### config.mk
export PLATFORM = sky130hd
export DESIGN_NAME = pixel_out_streamer_flat
export DESIGN_NICKNAME = d
export VERILOG_FILES = /design/src/rtl/pixel_io_pkg.sv /design/src/rtl/pixel_out_streamer_if.sv /design/src/rtl/pixel_out_streamer_byte_serializer.sv /design/src/rtl/pixel_out_streamer.sv /design/src/flat_wrapper.sv
export SDC_FILE = /design/constraint.sdc
export NUM_CORES = 1
export LEC_CHECK = 0
export ABC_AREA = 1
export CAP_MARGIN = 20
export CORE_MARGIN = 10
export CORE_UTILIZATION = 58
export DETAILED_ROUTE_END_ITERATION = 12
export PLACE_DENSITY_LB_ADDON = 0.08
export SLEW_MARGIN = 0
export SYNTH_ARGS = -nofsm -noshare
export SYNTH_HDL_FRONTEND = slang
export SYNTH_SLANG_ARGS = --single-unit
### constraint.sdc
create_clock -name clk -period 2.8 [get_ports clk]
set_input_delay 0.42 -clock clk [delete_from_list [all_inputs] [get_ports clk]]
set_output_delay 0.42 -clock clk [all_outputs]
set_load 0.05 [all_outputs]
### src/rtl/pixel_io_pkg.sv
// Shared definitions for the output-pixel path of the segmented data memory.
// Holds the streamer FSM state encoding, the memory-map constants of the
// pixel regions and a helper that sizes counters.
package pixel_io_pkg;

  typedef enum logic [2:0] {
    IDLE,
    REQ,
    READ,
    SEND,
    DONE
  } state_e;

  // Memory map of the data memory as seen by the pixel I/O blocks.
  localparam int IN_BASE       = 0;
  localparam int OUT_BASE      = 24;
  localparam int OUT_WORDS     = 10000;
  localparam int START_IO_ADDR = 180302;

  localparam int PIXEL_W = 24;
  localparam int BYTE_W  = 8;

  // Width of a counter that must hold 0..n-1 (at least one bit).
  function automatic int cnt_width(input int n);
    return (n > 1) ? $clog2(n) : 1;
  endfunction

endpackage

### src/rtl/pixel_out_streamer_if.sv
// Bus bundle of the pixel output streamer.
//   bus_req / bus_gnt     : request/grant pair towards the memory-port arbiter
//   mem_addr / mem_rdata  : shared data port of the memory (rd2 is combinational)
//   tx_data / tx_valid /
//   tx_ready              : byte stream towards the UART/IO transmitter
// Modport master is the streamer, slave is the environment (memory, arbiter,
// transmitter).
interface pixel_out_streamer_if
  import pixel_io_pkg::*;
#(
  parameter int WIDTH = PIXEL_W
);

  logic              bus_req;
  logic              bus_gnt;
  logic [WIDTH-1:0]  mem_addr;
  logic [WIDTH-1:0]  mem_rdata;
  logic [BYTE_W-1:0] tx_data;
  logic              tx_valid;
  logic              tx_ready;

  modport master (
    output bus_req, mem_addr, tx_data, tx_valid,
    input  bus_gnt, mem_rdata, tx_ready
  );

  modport slave (
    input  bus_req, mem_addr, tx_data, tx_valid,
    output bus_gnt, mem_rdata, tx_ready
  );

endinterface

### src/rtl/pixel_out_streamer_byte_serializer.sv
// Byte serializer: loads one BYTES-byte word and presents it MSB first on a
// valid/ready byte stream.
//   clk, rst     : clock, synchronous active-high reset
//   load         : capture word and start presenting its first byte
//   word         : word to serialize
//   tx_data      : current byte, held stable until accepted
//   tx_valid     : tx_data is valid
//   tx_ready     : downstream accepts the byte this cycle
//   last_accept  : the final byte of the word is being accepted this cycle
module byte_serializer
  import pixel_io_pkg::*;
#(
  parameter int BYTES = 3
) (
  input  logic                    clk,
  input  logic                    rst,
  input  logic                    load,
  input  logic [BYTES*BYTE_W-1:0] word,
  output logic [BYTE_W-1:0]       tx_data,
  output logic                    tx_valid,
  input  logic                    tx_ready,
  output logic                    last_accept
);

  localparam int W     = BYTES * BYTE_W;
  localparam int IDX_W = cnt_width(BYTES);

  logic [W-1:0]     shreg;
  logic [W-1:0]     shreg_next;
  logic [IDX_W-1:0] idx;
  logic             accept;

  // The byte currently on tx_data always sits in the top of shreg, so the
  // next byte is simply the top of the left-shifted register.
  assign shreg_next  = shreg << BYTE_W;
  assign accept      = tx_valid && tx_ready;
  assign last_accept = accept && (idx == IDX_W'(BYTES - 1));

  always_ff @(posedge clk) begin
    if (load) begin
      shreg <= word;
    end else if (accept) begin
      shreg <= shreg_next;
    end
  end

  always_ff @(posedge clk) begin
    if (rst) begin
      tx_valid <= 1'b0;
      tx_data  <= '0;
      idx      <= '0;
    end else if (load) begin
      tx_valid <= 1'b1;
      tx_data  <= word[W-1 -: BYTE_W];
      idx      <= '0;
    end else if (accept) begin
      if (idx == IDX_W'(BYTES - 1)) begin
        tx_valid <= 1'b0;
        idx      <= '0;
      end else begin
        idx     <= idx + 1'b1;
        tx_data <= shreg_next[W-1 -: BYTE_W];
      end
    end
  end

endmodule

### src/rtl/pixel_out_streamer.sv
// Pixel output streamer: after a frame is finished, sweeps the output-pixel
// region of the data memory word by word through the shared data port and
// streams every pixel as BYTES_PER_WORD bytes, MSB first, to the transmitter.
//   clk, rst  : clock, synchronous active-high reset
//   start     : one-cycle pulse that begins a frame dump (ignored while busy)
//   busy      : frame dump in progress
//   done      : one-cycle pulse after the last byte has been accepted
//   bus       : memory port, arbiter handshake and byte stream (master side)
module pixel_out_streamer
  import pixel_io_pkg::*;
#(
  parameter int WIDTH          = PIXEL_W,
  parameter int BASE_ADDR      = OUT_BASE,
  parameter int NUM_WORDS      = OUT_WORDS,
  parameter int BYTES_PER_WORD = PIXEL_W / BYTE_W
) (
  input  logic                   clk,
  input  logic                   rst,
  input  logic                   start,
  output logic                   busy,
  output logic                   done,
  pixel_out_streamer_if.master   bus
);

  localparam int CNT_W = cnt_width(NUM_WORDS);
  localparam int PIX_W = BYTES_PER_WORD * BYTE_W;

  state_e             state;
  logic [CNT_W-1:0]   word_cnt;
  logic [WIDTH-1:0]   mem_addr_q;
  logic               bus_req_q;
  logic               busy_q;
  logic               done_q;
  logic               load;
  logic               last_accept;
  logic [BYTE_W-1:0]  tx_data_w;
  logic               tx_valid_w;

  // The memory answers combinationally, so the pixel is captured in the very
  // cycle READ still holds the grant; without grant nothing is loaded.
  assign load = (state == READ) && bus.bus_gnt;

  byte_serializer #(
    .BYTES (BYTES_PER_WORD)
  ) u_ser (
    .clk         (clk),
    .rst         (rst),
    .load        (load),
    .word        (bus.mem_rdata[PIX_W-1:0]),
    .tx_data     (tx_data_w),
    .tx_valid    (tx_valid_w),
    .tx_ready    (bus.tx_ready),
    .last_accept (last_accept)
  );

  always_ff @(posedge clk) begin
    if (rst) begin
      state      <= IDLE;
      word_cnt   <= '0;
      mem_addr_q <= '0;
      bus_req_q  <= 1'b0;
      busy_q     <= 1'b0;
      done_q     <= 1'b0;
    end else begin
      done_q <= 1'b0;
      case (state)
        IDLE: begin
          if (start) begin
            word_cnt   <= '0;
            mem_addr_q <= WIDTH'(BASE_ADDR);
            busy_q     <= 1'b1;
            bus_req_q  <= 1'b1;
            state      <= REQ;
          end
        end
        REQ: begin
          if (bus.bus_gnt) begin
            state <= READ;
          end
        end
        READ: begin
          // Grant lost on the read cycle: keep requesting the same address.
          if (bus.bus_gnt) begin
            bus_req_q <= 1'b0;
            state     <= SEND;
          end else begin
            state <= REQ;
          end
        end
        SEND: begin
          // The port is released while bytes drain; it is re-requested only
          // once the whole pixel has been handed to the transmitter.
          if (last_accept) begin
            if (word_cnt == CNT_W'(NUM_WORDS - 1)) begin
              state <= DONE;
            end else begin
              word_cnt   <= word_cnt + 1'b1;
              mem_addr_q <= mem_addr_q + 1'b1;
              bus_req_q  <= 1'b1;
              state      <= REQ;
            end
          end
        end
        DONE: begin
          done_q <= 1'b1;
          busy_q <= 1'b0;
          state  <= IDLE;
        end
        default: begin
          state <= IDLE;
        end
      endcase
    end
  end

  assign bus.bus_req  = bus_req_q;
  assign bus.mem_addr = mem_addr_q;
  assign bus.tx_data  = tx_data_w;
  assign bus.tx_valid = tx_valid_w;
  assign busy         = busy_q;
  assign done         = done_q;

endmodule
### src/flat_wrapper.sv
// flat-port wrapper written by rule: the top's interface ports become plain ports
module pixel_out_streamer_flat import pixel_io_pkg::*;
#(
  parameter int WIDTH          = PIXEL_W,
  parameter int BASE_ADDR      = OUT_BASE,
  parameter int NUM_WORDS      = OUT_WORDS,
  parameter int BYTES_PER_WORD = PIXEL_W / BYTE_W
)
  (clk, rst, start, busy, done, bus_bus_req, bus_mem_addr, bus_tx_data, bus_tx_valid, bus_bus_gnt, bus_mem_rdata, bus_tx_ready);
  pixel_out_streamer_if #(.WIDTH(WIDTH)) bus_i ();
  input  logic clk;
  input  logic rst;
  input  logic start;
  output logic busy;
  output logic done;
  output wire logic [$bits(bus_i.bus_req)-1:0] bus_bus_req;
  output wire logic [$bits(bus_i.mem_addr)-1:0] bus_mem_addr;
  output wire logic [$bits(bus_i.tx_data)-1:0] bus_tx_data;
  output wire logic [$bits(bus_i.tx_valid)-1:0] bus_tx_valid;
  input wire logic [$bits(bus_i.bus_gnt)-1:0] bus_bus_gnt;
  input wire logic [$bits(bus_i.mem_rdata)-1:0] bus_mem_rdata;
  input wire logic [$bits(bus_i.tx_ready)-1:0] bus_tx_ready;
  assign bus_bus_req = bus_i.bus_req;
  assign bus_mem_addr = bus_i.mem_addr;
  assign bus_tx_data = bus_i.tx_data;
  assign bus_tx_valid = bus_i.tx_valid;
  assign bus_i.bus_gnt = bus_bus_gnt;
  assign bus_i.mem_rdata = bus_mem_rdata;
  assign bus_i.tx_ready = bus_tx_ready;
  pixel_out_streamer #(.WIDTH(WIDTH), .BASE_ADDR(BASE_ADDR), .NUM_WORDS(NUM_WORDS), .BYTES_PER_WORD(BYTES_PER_WORD)) u_core (.clk(clk), .rst(rst), .start(start), .busy(busy), .done(done), .bus(bus_i));
endmodule
==> impl_metrics.env, run 1 <==
export IMPL_dieArea_mm2=0.0105
export IMPL_reg2reg_slack_ps=680
export IMPL_initial_core_util=0.609
export IMPL_critPathBufInv=4
export IMPL_syn_to_final_growth_pct=22.2
export IMPL_die_h_um=102
export IMPL_ys_seq_elements=71
export IMPL_synth_edf_count=16
export IMPL_holdWs_ps=454
export IMPL_antenna_found_initial=0
export IMPL_grt_overflow=0
export IMPL_cp_end_kind="register"
export IMPL_max_stage_delay_ps=400
export IMPL_endpoint="u_core.word_cnt[5]$_SDFFE_PP0P_"
export IMPL_synth_xor_area_share=0.0200
export IMPL_grt_max_degree=38
export IMPL_hold_path_class="register to register"
export IMPL_first_iter_violations=228
export IMPL_async_flop_share=0
export IMPL_insertion_delay_ps=360
export IMPL_clock_skew_ps=10.5
export IMPL_detail_route_wl_per_cell_um=13.7
export IMPL_slew_headroom=0.552
export IMPL_core_area_mm2=0.00646
export IMPL_firstDrtPassIters=5
export IMPL_drc=0
export IMPL_synthAdderAreaFrac=0.00636
export IMPL_avgSynthCellArea_um2=6.58
export IMPL_cts_sinks=71
export IMPL_whs_path_depth=2
export IMPL_seq_area_frac_synth=0.402
export IMPL_yosysWarnings=0
export IMPL_synth_compound_area_frac=0.0859
export IMPL_htree_levels=3
export IMPL_wirelength_mm=10.1
export IMPL_fin_area_mm2=0.00481
export IMPL_numCtsBuffers=9
export IMPL_cts_tree="yes"
export IMPL_synth_largest_area_cell="dfxtp_1"
export IMPL_p_leak_nw=1.87
export IMPL_synth_top_family_by_area="simple AND/OR/NAND/NOR gates"
export IMPL_min_period_ps=2120
export IMPL_synth_flop_cell="dfxtp_1"
export IMPL_drv_slew=0
export IMPL_finalSetupViolations=0
export IMPL_finalSetupTns_ps=0
export IMPL_status="finished clean"
export IMPL_powerDensity_mw_per_mm2=497
export IMPL_ys_types=29
export IMPL_synthTopCellsByCount="nand2_1, nor2_1, inv_1"
export IMPL_nFillCells=532
export IMPL_netlist_area_mm2=0.00393
export IMPL_yosysTopAreaCellShare=0.280
export IMPL_dpl_cell_area_mm2=0.00460
export IMPL_postRouteAntennaNets=0
export IMPL_rsz0062_at_grt="no"
export IMPL_tightest_slew_ps=670
export IMPL_holdBufCountCts=0
export IMPL_synth_cells=598
export IMPL_clock_fmax_ghz=0.472
export IMPL_ios=65
export IMPL_crit_cells=10
export IMPL_peakVddDrop_v=0.000354
export IMPL_startpoint_type="register"
export IMPL_gp_congestion=0.923
export IMPL_crit_type="register to register"
export IMPL_rows=29
export IMPL_final_nets=689
export IMPL_post_route_period_util=0.756
export IMPL_syn_num_nets=629
export IMPL_n_antenna_cell=0
export IMPL_io_buffers=64
export IMPL_multiInputGateArea_mm2=0.00197
export IMPL_clkTransAtPathRegs_ps=90
export IMPL_cp_cell_sequence="inv_2, nor2_2, nand2_2, inv_2, nand3_2, buf_4, nand3_2, buf_4, nand2_1, a21oi_1"
export IMPL_cp_top_family="buffers and inverters"
export IMPL_synth_mux_area_frac=0
export IMPL_finalHoldViolCount=0
export IMPL_num_vias=3944
export IMPL_post_cts_buffers=0
export IMPL_crit_arrival_ps=2410
export IMPL_grt_pass1_vias=3751
export IMPL_slowest_stage="dfxtp_1"
export IMPL_startpoint="u_core.state[1]$_SDFFE_PP0P_"
export IMPL_crit_fanout=37
export IMPL_dpl_hpwl_mm=7.18
export IMPL_worstRegToRegCells=10
export IMPL_layout_area_seq_mm2=0.00158
export IMPL_synth_most_common_cell="nand2_1"
export IMPL_die_x_um=102
export IMPL_grt_pass1_wl_mm=16.9
export IMPL_layout_drive_gt1_share=0.0649
export IMPL_regToRegStartpoint="u_core.state[1]$_SDFFE_PP0P_"
export IMPL_routed_via_density=5.33
export IMPL_cap_violations=0
export IMPL_worstPathRequired_ps=3090
export IMPL_ctsResizeCount=0
export IMPL_r2r_end="u_core.word_cnt[5]$_SDFFE_PP0P_"
export IMPL_ys_top_cells_by_area="dfxtp_1, nand2_1, edfxtp_1"
export IMPL_clock_path_buffers=2
export IMPL_synth_simple_area_share=0.388
export IMPL_grt_usage=0.198
export IMPL_clockRootBuffer="clkbuf_8"
cell families (layout without fill, tap and decap cells):
group | count (synthesis) | after routing
AND/OR/NAND/NOR | 364 | 364
flip-flops | 71 | 71
buffers and inverters | 89 | 154
AO/OA/AOI/OAI | 63 | 63
XOR/XNOR | 9 | 9
adder cells (fa/ha/maj) | 2 | 2
metal layers:
metal	routed length, um	global-route usage	part of all wire
met1	4330	0.234	0.43
met2	4880	0.341	0.48
met3	720	0.0405	0.071
met4	201	0.0868	0.020
met5	0	0	0
cells in the final DEF (no fill, tap or decap), types with 9 or more instances in the layout:
| cell | instances |
|---|---|
| a21oi_1 | 45 |
| clkbuf_8 | 9 |
| clkdlybuf4s50_1 | 64 |
| dfxtp_1 | 55 |
| edfxtp_1 | 16 |
| inv_1 | 62 |
| nand2_1 | 187 |
| nand3_1 | 29 |
| nand4_1 | 23 |
| nor2_1 | 101 |
| xor2_1 | 9 |
power breakdown:
part           internal [mW]  total [mW]  switching [mW]
Combinational          0.143       0.418           0.276
Sequential              1.08        1.11          0.0282
Clock                  0.435       0.858           0.424
Total                   1.66        2.39           0.728
how the worst min path moves through the flow:
stage | to | startpoint
finish | u_core.bus.bus_req$_SDFFE_PP0P_ | u_core.bus.bus_req$_SDFFE_PP0P_
global route | u_core.bus.bus_req$_SDFFE_PP0P_ | u_core.bus.bus_req$_SDFFE_PP0P_
CTS | u_core.bus.bus_req$_SDFFE_PP0P_ | u_core.bus.bus_req$_SDFFE_PP0P_
detailed placement | u_core.bus.bus_req$_SDFFE_PP0P_ | u_core.bus.bus_req$_SDFFE_PP0P_
global placement | u_core.bus.bus_req$_SDFFE_PP0P_ | u_core.bus.bus_req$_SDFFE_PP0P_
floorplan | u_core.u_ser.idx[1]$_SDFFE_PP0N_ | u_core.u_ser.idx[1]$_SDFFE_PP0N_
flip-flops by register name, summed over array words and instances, names as in the netlist:
register	flops
u_core.word_cnt	14
u_core.state	3
u_core.u_ser.tx_data	8
u_core.bus.bus_req	1
u_core.bus.mem_addr	24
u_core.u_ser.shreg	16
u_core.u_ser.idx	2
u_core.u_ser.tx_valid	1
u_core.done	1
u_core.busy	1
layout make-up:
class | instances | share of cell area
Timing Repair Buffer | 72 | 0.146
Sequential cell | 71 | 0.329
Inverter | 66 | 0.0515
Tap cell | 77 | 0.0200
Multi-Input combinational cell | 438 | 0.410
Clock buffer | 12 | 0.0370
Clock inverter | 4 | 0.00677
tightest hold or removal path, stage by stage, from the launching register on:
cell and delay (ps):
dfxtp_1 320, inv_1 40, a21oi_1 50
through the flow:
| stage | instances | power (mW) | util | worst slack (ps) |
|---|---|---|---|---|
| after floorplan | 598 | 1.43 | - | 826 |
| after global placement | 724 | 1.54 | 0.712 | 618 |
| after detailed placement | 724 | 1.55 | 0.712 | 563 |
| after CTS | 740 | 2.39 | 0.744 | 685 |
| after global routing | 740 | 2.48 | 0.744 | 505 |
| final | 740 | 2.39 | 0.744 | 682 |
(Power assumes the default switching activity.)
==> inputs of run 2 (changes only) <==
CORE_UTILIZATION = 48   (was 58)
clock period = 1.8 ns   (was 2.8 ns; I/O delays follow)
==> run 2 against run 1 <==
Compared with the run above:
- critical endpoint is now bus_tx_data[4]
- total power is 59% higher
- highest routed layer unchanged
- first-iteration DRC count fell by 26%
- count of clock-buffer cells in the layout fell by 3
- critical path type is now register to output port
- clock power increased by 59%
- combinational power grew 71%
- critical path depth shrank 9
- register-to-register slack worse by 500 ps
==> impl_metrics.env, run 2 (same netlist as run 1, synthesis figures left out) <==
export IMPL_status="finished clean"
export IMPL_final_nets=713
export IMPL_cts_sinks=71
export IMPL_startpoint_type="register"
export IMPL_slew_headroom=0.652
export IMPL_hold_start="u_core.bus.bus_req$_SDFFE_PP0P_"
export IMPL_finalSetupTns_ps=0
export IMPL_numCtsBuffers=9
export IMPL_num_vias=3922
export IMPL_cp_top_family="buffers and inverters"
export IMPL_worstPathRequired_ps=1530
export IMPL_cts_tree="yes"
export IMPL_power_mw=3.80
export IMPL_utilization=0.641
export IMPL_regToRegStartpoint="u_core.word_cnt[0]$_SDFFE_PP0P_"
export IMPL_switching_power_mw=1.06
export IMPL_crit_arrival_ps=1480
export IMPL_antenna_found_initial=0
export IMPL_grt_use_met3=0.0389
export IMPL_dpl_hpwl_mm=7.51
export IMPL_grt_overflow=0
export IMPL_io_buffers=64
export IMPL_comb_power_share=0.188
export IMPL_grt_max_degree=37
export IMPL_switching_share=0.281
export IMPL_post_route_period_util=0.971
export IMPL_peakVddDrop_v=0.000505
export IMPL_cp_end_kind="output port"
export IMPL_gp_congestion=0.929
export IMPL_initial_core_util=0.501
export IMPL_dieArea_mm2=0.0122
export IMPL_holdBufCountCts=0
export IMPL_rows=32
export IMPL_die_x_um=111
export IMPL_final_common_cell="nand2_1"
export IMPL_worst_slack_ps=51.4
export IMPL_clock_skew_ps=5.24
export IMPL_ios=65
export IMPL_cap_violations=0
export IMPL_cp_cell_sequence="clkdlybuf4s50_1"
export IMPL_startpoint="u_core.u_ser.tx_data[4]$_SDFFE_PP0P_"
export IMPL_first_iter_violations=168
export IMPL_p_clk_frac=0.358
export IMPL_critPathBufInv=1
export IMPL_routed_via_density=4.97
export IMPL_place_worst_setup_slack_ps=-20.3
export IMPL_clkTransAtPathRegs_ps=70
export IMPL_dpl_cell_area_mm2=0.00479
export IMPL_powerDensity_mw_per_mm2=755
export IMPL_slowest_stage="clkdlybuf4s50_1"
export IMPL_clock_path_buffers=2
export IMPL_fin_area_mm2=0.00503
export IMPL_r2r_end="u_core.bus.mem_addr[0]$_SDFFE_PP0P_"
export IMPL_met2_usage=0.277
export IMPL_drc=0
export IMPL_finalSetupViolations=0
export IMPL_grt_usage=0.161
export IMPL_firstDrtPassIters=4
export IMPL_p_leak_nw=2.18
export IMPL_layout_common_cells="nand2_1, nor2_1, inv_1, buf_4, dfxtp_1"
export IMPL_grt_busiest_layer="met2"
export IMPL_finalHoldViolCount=0
export IMPL_drv_slew=0
export IMPL_max_stage_delay_ps=810
export IMPL_crit_type="register to output port"
export IMPL_detail_route_wl_per_cell_um=12.7
export IMPL_reg2reg_slack_ps=180
export IMPL_worstRegToRegCells=9
export IMPL_core_area_mm2=0.00785
export IMPL_die_h_um=111
export IMPL_endpoint="bus_tx_data[4]"
export IMPL_largest_reg_flops=24
export IMPL_n_antenna_cell=0
export IMPL_tightest_slew_ps=521
export IMPL_grt_pass1_vias=3768
export IMPL_postRouteAntennaNets=0
export IMPL_crit_cells=1
export IMPL_power_internal_mw=2.73
export IMPL_seqPwrFrac=0.454
export IMPL_clock_fmax_ghz=0.572
export IMPL_syn_to_final_growth_pct=27.9
export IMPL_insertion_delay_ps=340
export IMPL_layout_drive_gt1_share=0.143
export IMPL_wirelength_mm=10.0
export IMPL_use_met1=0.196
export IMPL_rsz0062_at_grt="no"
export IMPL_min_period_ps=1750
export IMPL_htree_levels=3
export IMPL_crit_fanout=2
export IMPL_hold_path_class="register to register"
export IMPL_grt_pass1_wl_mm=17.2
export IMPL_clockRootBuffer="clkbuf_8"
[run 2: changes by cell type in the layout (fill, tap and decap cells not counted), moves of 2 or more]
| cell | previous run | this run |
|---|---|---|
| dlymetal6s2s_1 | 0 | 6 |
| buf_12 | 0 | 4 |
| bufinv_16 | 0 | 2 |
| dfxtp_1 | 55 | 53 |
| buf_4 | 8 | 55 |
| clkinvlp_4 | 2 | 0 |
| clkinv_2 | 0 | 3 |
| clkbuf_16 | 2 | 0 |
| dfxtp_2 | 0 | 2 |
| clkdlybuf4s50_1 | 64 | 31 |
[run 2: layout make-up]
| cell class | instances | area (um2) |
|---|---|---|
| sequential | 71 | 1580 |
| clock inverter | 7 | 87.6 |
| fill | 764 | 2820 |
| inverter | 66 | 248 |
| multi-input combinational | 438 | 1980 |
| tap | 102 | 128 |
| timing repair buffer | 96 | 878 |
| clock buffer | 9 | 124 |
[run 2: tightest hold or removal path, cell delays in order, from the launching register on]
cell and delay, ps:
dfxtp_1 310, inv_1 50, a21oi_1 50
[run 2: power groups by stage]
stage / Combinational (mW) / Clock, mW / Sequential (mW)
finish: 0.713 / 1.36 / 1.72
floorplan: 0.371 / 0 / 1.85
global placement: 0.710 / 0 / 1.76
global route: 0.784 / 1.46 / 1.73
detailed placement: 0.718 / 0 / 1.76
CTS: 0.719 / 1.41 / 1.72
[run 2: metrics by stage]
stage          instances  hold WS, ps
2_1_floorplan        598          454
5_1_grt              789          481
3_3_place_gp         773          443
4_1_cts              789          470
6_report             789          460
3_5_place_dp         773          457
[run 2: worst min-delay path by stage]
stage,slack (ps),endpoint,cells after the start
6_report,460,u_core.bus.bus_req$_SDFFE_PP0P_,2
5_1_grt,480,u_core.busy$_SDFFE_PP0P_,2
4_1_cts,470,u_core.u_ser.tx_data[6]$_SDFFE_PP0P_,2
3_5_place_dp,460,u_core.bus.bus_req$_SDFFE_PP0P_,2
3_3_place_gp,440,u_core.bus.bus_req$_SDFFE_PP0P_,2
2_1_floorplan,450,u_core.u_ser.idx[1]$_SDFFE_PP0N_,2
[run 2: layer usage]
| layer | vias up | routed length (um) |
|---|---|---|
| met5 | - | 0 |
| met4 | 0 | 72 |
| met3 | 5 | 459 |
| met2 | 83 | 4970 |
| met1 | 1766 | 4540 |
| li1 | 2068 | - |
[run 2: repair_timing]
action | in CTS | in global routing
setup buffers | 0 | 0
endpoints found under the hold margin | 0 | 0
setup endpoints to repair | 0 | 8
gates resized for setup | 0 | 8
